<file path="config.mk">
export PLATFORM = sky130hd
export DESIGN_NAME = spi_master
export DESIGN_NICKNAME = d
export VERILOG_FILES = /design/src/rtl/spi_master.sv
export SDC_FILE = /design/constraint.sdc
export NUM_CORES = 1
export LEC_CHECK = 0
export ABC_AREA = 1
export CAP_MARGIN = 5
export CORE_ASPECT_RATIO = 1.1
export CORE_MARGIN = 10
export CORE_UTILIZATION = 56
export CTS_CLUSTER_DIAMETER = 40
export DETAILED_ROUTE_END_ITERATION = 12
export PLACE_DENSITY_LB_ADDON = 0.2
export SYNTH_ARGS = -nofsm -noshare
export SYNTH_HDL_FRONTEND = slang
export SYNTH_SLANG_ARGS = --single-unit
</file>
<file path="constraint.sdc">
create_clock -name clk -period 2.45 [get_ports clk]
set_clock_uncertainty 0.15 [all_clocks]
set_input_delay 0.245 -clock clk [delete_from_list [all_inputs] [get_ports clk]]
set_output_delay 0.245 -clock clk [all_outputs]
set_load 0.02 [all_outputs]
</file>
<file path="src/rtl/spi_master.sv">
// Mode-0 SPI master: one frame of {addr,rw}, TURN_CYC dummy periods, a data byte, then TAIL_CYC idle periods.
// Optional overrun flag when compiled with SPI_MASTER_OVERRUN_EN.
module spi_master #(
    parameter int CLK_DIV  = 4,
    parameter int TURN_CYC = 3,
    parameter int TAIL_CYC = 2
) (
    input  logic       clk,
    input  logic       reset,
    input  logic       start,
    input  logic       rw,
    input  logic [6:0] addr,
    input  logic [7:0] wdata,
    output logic [7:0] rdata,
    output logic       busy,
    output logic       done,
    output logic       cs_pin,
    output logic       sclk_pin,
    output logic       mosi_pin,
    input  logic       miso_pin
`ifdef SPI_MASTER_OVERRUN_EN
    ,
    output logic       overrun
`endif
);

    localparam logic [2:0] IDLE     = 3'd0;
    localparam logic [2:0] CS_SETUP = 3'd1;
    localparam logic [2:0] ADDR     = 3'd2;
    localparam logic [2:0] TURN     = 3'd3;
    localparam logic [2:0] DATA     = 3'd4;
    localparam logic [2:0] TAIL     = 3'd5;
    localparam logic [2:0] CS_HOLD  = 3'd6;
    localparam logic [2:0] DONE     = 3'd7;

    localparam logic [7:0] DIV_LAST  = 8'(CLK_DIV - 1);
    localparam logic [3:0] TURN_LAST = 4'(TURN_CYC - 1);
    localparam logic [3:0] TAIL_LAST = 4'(TAIL_CYC - 1);

    logic [2:0] state;
    logic [2:0] state_nxt;
    logic [7:0] div_cnt;
    logic       phase;
    logic [3:0] per_cnt;
    logic [7:0] tx_sh;
    logic [7:0] rx_sh;
    logic [7:0] wdata_q;
    logic       rw_q;
    logic       tick;
    logic       per_end;
    logic       shift_state;

    // phase is the SCLK level within the current period; a period ends on the tick that would drop it
    assign tick        = (state != IDLE) && (state != DONE) && (div_cnt == DIV_LAST);
    assign per_end     = tick && phase;
    assign shift_state = (state == ADDR) || (state == TURN) || (state == DATA) || (state == TAIL);

    always_comb begin
        state_nxt = state;
        case (state)
            IDLE:     if (start) state_nxt = CS_SETUP;
            CS_SETUP: if (per_end) state_nxt = ADDR;
            ADDR:     if (per_end && per_cnt == 4'd7) state_nxt = (TURN_CYC == 0) ? DATA : TURN;
            TURN:     if (per_end && per_cnt == TURN_LAST) state_nxt = DATA;
            DATA:     if (per_end && per_cnt == 4'd7) state_nxt = (TAIL_CYC == 0) ? CS_HOLD : TAIL;
            TAIL:     if (per_end && per_cnt == TAIL_LAST) state_nxt = CS_HOLD;
            CS_HOLD:  if (per_end) state_nxt = DONE;
            DONE:     state_nxt = IDLE;
            default:  state_nxt = IDLE;
        endcase
    end

    always_ff @(posedge clk or posedge reset) begin
        if (reset) begin
            state    <= IDLE;
            div_cnt  <= 8'd0;
            phase    <= 1'b0;
            per_cnt  <= 4'd0;
            tx_sh    <= 8'd0;
            rx_sh    <= 8'd0;
            wdata_q  <= 8'd0;
            rw_q     <= 1'b0;
            rdata    <= 8'h00;
            busy     <= 1'b0;
            done     <= 1'b0;
            cs_pin   <= 1'b1;
            sclk_pin <= 1'b0;
            mosi_pin <= 1'b0;
        end else begin
            state <= state_nxt;
            done  <= 1'b0;

            if (state_nxt != state) begin
                div_cnt <= 8'd0;
                phase   <= 1'b0;
                per_cnt <= 4'd0;
            end else if (tick) begin
                div_cnt <= 8'd0;
                phase   <= ~phase;
                if (phase) per_cnt <= per_cnt + 4'd1;
            end else if (state != IDLE) begin
                div_cnt <= div_cnt + 8'd1;
            end

            if (tick && shift_state) sclk_pin <= ~phase;

            case (state)
                IDLE: begin
                    if (start) begin
                        rw_q    <= rw;
                        wdata_q <= wdata;
                        tx_sh   <= {addr, rw};
                        rx_sh   <= 8'd0;
                        cs_pin  <= 1'b0;
                        busy    <= 1'b1;
                    end
                end
                CS_SETUP: begin
                    if (state_nxt == ADDR) begin
                        mosi_pin <= tx_sh[7];
                        tx_sh    <= {tx_sh[6:0], 1'b0};
                    end
                end
                ADDR: begin
                    if (per_end) begin
                        if (state_nxt == ADDR) begin
                            mosi_pin <= tx_sh[7];
                            tx_sh    <= {tx_sh[6:0], 1'b0};
                        end else if (state_nxt == DATA) begin
                            mosi_pin <= rw_q ? 1'b0 : wdata_q[7];
                            tx_sh    <= {wdata_q[6:0], 1'b0};
                        end else begin
                            mosi_pin <= 1'b0;
                        end
                    end
                end
                TURN: begin
                    if (state_nxt == DATA) begin
                        mosi_pin <= rw_q ? 1'b0 : wdata_q[7];
                        tx_sh    <= {wdata_q[6:0], 1'b0};
                    end
                end
                DATA: begin
                    // slave shifts on the falling edge, so MISO is stable at our rising tick
                    if (tick && !phase && rw_q) rx_sh <= {rx_sh[6:0], miso_pin};
                    if (per_end) begin
                        if (state_nxt == DATA) begin
                            mosi_pin <= rw_q ? 1'b0 : tx_sh[7];
                            tx_sh    <= {tx_sh[6:0], 1'b0};
                        end else begin
                            mosi_pin <= 1'b0;
                        end
                    end
                end
                CS_HOLD: begin
                    if (state_nxt == DONE) begin
                        busy <= 1'b0;
                        done <= 1'b1;
                        if (rw_q) rdata <= rx_sh;
                    end
                end
                DONE: begin
                    cs_pin <= 1'b1;
                end
                default: ;
            endcase
        end
    end

`ifdef SPI_MASTER_OVERRUN_EN
    // sticky until reset: a request arrived while a frame was in flight and was dropped
    always_ff @(posedge clk or posedge reset) begin
        if (reset) overrun <= 1'b0;
        else if (start && busy) overrun <= 1'b1;
    end
`endif

endmodule
</file>
# Word-level counts from Yosys, hierarchy flattened

Cells that the tools add are included.

Add/sub/neg operators: 2
Muxes and demuxes: 44
Reductions and logical operators: 31
Bitwise gates (word level): 1
Equal/unequal tests: 24

Operator list:

| cell                                                   | count |
|---|---|
| two-way mux 8 bit                                      | 12 |
| case mux 8 bit (5 select lines)                        | 1 |
| case mux 3 bit (8 select lines)                        | 1 |
| two-way mux 3 bit                                      | 7 |
| equality test 3 bit (second input constant)            | 6 |
| two-way mux 1 bit                                      | 16 |
| case mux 8 bit (2 select lines)                        | 1 |
| two-way mux 4 bit                                      | 3 |
| inequality test 2 bit (second input constant)          | 5 |
| nonzero test 2 bit                                     | 5 |
| equality test 3 x 2 -> 1 bit (second input constant)   | 3 |
| logical AND 1 bit                                      | 9 |
| AND reduction 3 bit                                    | 3 |
| adder 8 x 1 -> 8 bit (second input constant)           | 1 |
| equality test 8 x 2 -> 1 bit (second input constant)   | 1 |
| inequality test 2 x 1 -> 1 bit (second input constant) | 3 |
| AND reduction 2 bit                                    | 3 |
| AND reduction 6 bit                                    | 1 |
| nonzero test 3 bit                                     | 2 |
| AND reduction 5 bit                                    | 1 |
| nonzero test 5 bit                                     | 1 |
| adder 4 x 1 -> 4 bit (second input constant)           | 1 |
| equality test 4 x 1 -> 1 bit (second input constant)   | 1 |
| equality test 4 x 2 -> 1 bit (second input constant)   | 1 |
| other kinds (11)                                       | 14 |

Register bits: 54
Logic and storage cells: 116
Output and inout bits: 13
Bits of input ports: 20

# Longest topological paths before layout

Depth after elaboration: 12
Mapped depth: 16
Mapped depth without buffers: 16

# Least setup slack after synthesis

No wires, ideal clock.

Kind: reg-to-reg
From: register div_cnt[0]
To: register per_cnt[1]
Cell stages (with the launch flop): 14
Path slack: 361 ps
Path buffers: 0
Data arrival time: 1818 ps
Data required time: 2179 ps
Library setup time: 121 ps
Period minus slack after synthesis: 2089 ps
Path through: dfrtp_1 -> ha_1 -> nand2_1 -> nor2_4 -> nand3_2 -> nand2_1 -> nand2_1 -> nor2_2 -> nand3_2 -> nand2_4 -> xor2_4 -> nand2_2 -> nand2_1 -> o21ai_1

Cells in the longest elaborated chain, start to end: 9
Elaborated cells between the ends (all ways): 18
Those cells by class: 2 x eq/ne; 8 x mux; 8 x reduce/logical

RTL lines:

| element                                     | RTL line | RTL |
|---|---|---|
| start, declared                             | 42       | `logic [7:0] div_cnt;` |
| start signal, assigned                      | 102      | `div_cnt <= div_cnt + 8'd1;` |
| equality test 8 x 2 -> 1 bit *              | 54       | `assign tick = (state != IDLE) && (state != DONE) && (div_cnt == DIV_LAST);` |
| logical AND 1 bit *                         | 54       |  |
| logical AND 1 bit                           | 55       | `assign per_end = tick && phase;` |
| logical AND 1 bit, on equally long branches | -        |  |
| two-way mux 3 bit, on equally long branches | -        |  |
| case mux 3 bit (8 select lines)             | 60       | `case (state)` |
| inequality test 3 bit                       | 93       | `if (state_nxt != state) begin` |
| nonzero test 2 bit (no source line)         | -        |  |
| AND reduction 2 bit (no source line)        | -        |  |
| end signal, assigned                        | 100      | `if (phase) per_cnt <= per_cnt + 4'd1;` |
| end, declared                               | 44       | `logic [3:0] per_cnt;` |

Every way passes the cells marked *; elsewhere a longest branch is shown, timed or not.
A chain may end at the register's enable or synchronous reset.

# Worst setup path after layout

From: register div_cnt[5]
To: register per_cnt[1]

Same word-level chain as after synthesis.

==> flow_summary_export.csv <==
group,metric,value,unit
floorplan,core_area,4750,um2
sta,max_freq,0.423,GHz
floorplan,die_w,87.3,um
power_and_ir_drop,peakVddDrop,0.632,mV
drt,drt_pass1_iterations,4,
sta,final.min_clock_period,2.36,ns
floorplan,die-area,8220,um2
clock_tree,clk_pin_slew_worst_paths,0.10,ns
drt,drt_iter0_markers,167,
synthesis,yosys_warnings,0,
placed_design,place_ws,0.0182,ns
synthesis,synth_fp_nets,382,
synthesis,ys_ff_latch,54,
synthesis,synth.yosys.seq_area_share,48.4,%
floorplan,initial_utilization,58.8,%
synthesis,ys_types,31,
synthesis,synth_most_common_cell,"nand2_1",
global_route,grt_pass1_wl,10500,um
layout,finalNetCount,436,
global_route,antenna_found_initial,0,
synthesis,synth.avg_cell_area,7.80,um2
critical_path,cp-end-kind,"flop",
clock_tree,clock-sinks,54,
synthesis,synth_top_flop_cell,"dfrtp_1",
drt,drc,0,
synthesis,synth_top_area_share,47.5,%
synthesis,ys_top_cells_by_count,"nand2_1 (120), dfrtp_1 (53), inv_1 (38), nor2_1 (37), nand3_1 (27)",
job,drv_cap,0,
layout,final_core_util,72.9,%
placed_design,gp_congestion,0.944,
clock_tree,cts_tree,"built",
floorplan,rows,26,
drt,ant_nets,0,
sta,finalCritPeriodShare,96.5,%
global_route,grt_pass1_vias,2254,
synthesis,synth.area.mux_share,0,%
synthesis,synthArstFlopShare,100,%
clock_tree,root_buffer,"clkbuf_8",
synthesis,synth_simple_gate_area_share,32.7,%
sta,worst_slew_pin_slew,0.740,ns
synthesis,synth_edf_count,0,
synthesis,syn_area,2790,um2
layout,antenna_cells,0,
sta,setup_violations,0,
drt,wl_per_cell,13.6,um
drt,via_per_inst,5.25,
clock_tree,clk_latency,0.31,ns
critical_path,crit_arrival,2.42,ns
sta,relSlewSlack,50.5,%
critical_path,cp.required,2.50,ns
critical_path,path_class,"flop to flop",
global_route,grt_usage,15.6,%
clock_tree,htreeDepth,2,
clock_tree,cts_buffers,5,
global_route,grt_max_degree,31,
floorplan,dieHeight,94.1,um
sta,hold_viol,0,
power_and_ir_drop,p_leak,0.00171,uW
synthesis,synthCells,358,
clock_tree,holdBufCountCts,0,
synthesis,synth_top_cell_by_area,"dfrtp_1",
synthesis,synth_compound_area_share,8.42,%
status,status,"completed",
sta,finalSetupTns,0,ns
layout,drive_gt1_share,14.5,%
clock_tree,cts_max_path_buffers,2,
global_route,overflow,0,
placed_design,dp_hpwl,4600,um
synthesis,synth_top_family_by_area,"simple AND/OR/NAND/NOR gates",
drt,vias,2462,
synthesis,synth_area_leaders,"dfrtp_1 (47%), nand2_1 (16%), inv_1 (5.1%)",
synthesis,synth-xor-area-share,2.24,%
sta,slew_violations,0,
placed_design,port_buffers,32,
sta,rsz0062_at_grt,"true",
sta,fin_ws,0.0862,ns
drt,wl,6400,um
critical_path,critPathMaxFanout,7,
hold_path,hold_path_class,"input port to async pin",
floorplan,ioPinCount,33,
synthesis,yosys.area_share.adder,1.79,%
critical_path,critPathLaunchType,"flop",
power_and_ir_drop,p_per_area,1010,nW/um2
layout,area_growth_syn_to_layout,23.9,%
## through the flow
step           hold slack, ns  cell area, um2  total power [uW]  instances
2_1_floorplan           0.205            2790              2380        358
6_report                0.142            3460              3510        469
4_1_cts                 0.164            3340              3320        458
3_3_place_gp            0.313            3250              2790        450
3_5_place_dp            0.315            3250              2810        450
5_1_grt                 0.197            3460              3790        469
## final cells by class
class	instances	area (um2)
inverters	41	154
clock buffers	5	68.8
clock inverters	3	23.8
well taps	56	70.1
repair buffers	53	494
flip-flops and latches	54	1350
multi-input cells	257	1300
fillers	381	1290
## cells by family after synthesis
logic type,after synthesis
AOI/OAI and AO/OA,40
xor gates and xnor gates,5
adders and majority gates,4
buffers and inverters,47
DFF,54
and+or+nand+nor,208
## power breakdown
group          total, uW  switching (uW)  leakage [uW]  internal (uW)
Sequential          1250             151      0.000707           1100
Clock                520             315     0.0000408            205
Combinational       1740            1070      0.000961            667
Total               3510            1540       0.00171           1970
## what timing repair did
action                     in CTS  in global routing
setup buffers                   0                 11
resized for setup               0                  9
hold endpoints to repair        0                  0
setup endpoints to repair       0                 28
## placed cells by master (no fill, tap or decap), drive strengths merged, types with 2 or more instances in the layout
master	count
o21ai	24
nor2	41
nand4	7
nor3	3
nand2	126
o21a	3
a21oi	9
o211ai	2
dfrtp	53
inv	42
ha	4
clkbuf	5
nand3	29
xor2	5
clkdlybuf4s50	32
buf	21
clkinvlp	2
## registers in the layout, summed over array words and instances (netlist names)
signal	flops
busy	1
cs_pin	1
div_cnt	8
done	1
mosi_pin	1
per_cnt	4
phase	1
rdata	8
rw_q	1
rx_sh	8
sclk_pin	1
state	3
tx_sh	8
wdata_q	8
## metal layers
metal | GRT usage (%) | vias up | share of wire [%]
met5 | 0 | - | 0
met4 | 5.45 | 0 | 1.4
met3 | 4.43 | 7 | 6.4
met2 | 23.5 | 68 | 48
met1 | 20.8 | 1149 | 44
li1 | - | 1238 | -
## final timing paths
check,from,to,slack [ns],cells after the start
max in group asynchronous,reset,tx_sh[1],1.47,3
worst min-delay path,reset,div_cnt[2],0.14,2
min in group clk,wdata[2],wdata_q[2],0.31,3
worst min register to register,wdata_q[3],wdata_q[3],0.34,2
worst max-delay path,div_cnt[5],per_cnt[1],0.09,13
worst max register to register,div_cnt[5],per_cnt[1],0.09,13
## worst max-delay path, cell delays in order (launching register included)
cell     delay [ns]
dfrtp_1        0.43
nor2_1         0.13
nand2_1        0.11
nor2_4         0.21
nand4_1        0.20
nand2_2        0.16
nand2_2        0.07
inv_2          0.05
nand3_2        0.07
nand2_4        0.15
xor2_4         0.27
nand2_2        0.12
nand2_1        0.08
o21ai_1        0.06
Note: power is estimated with default switching activity, not from simulation.
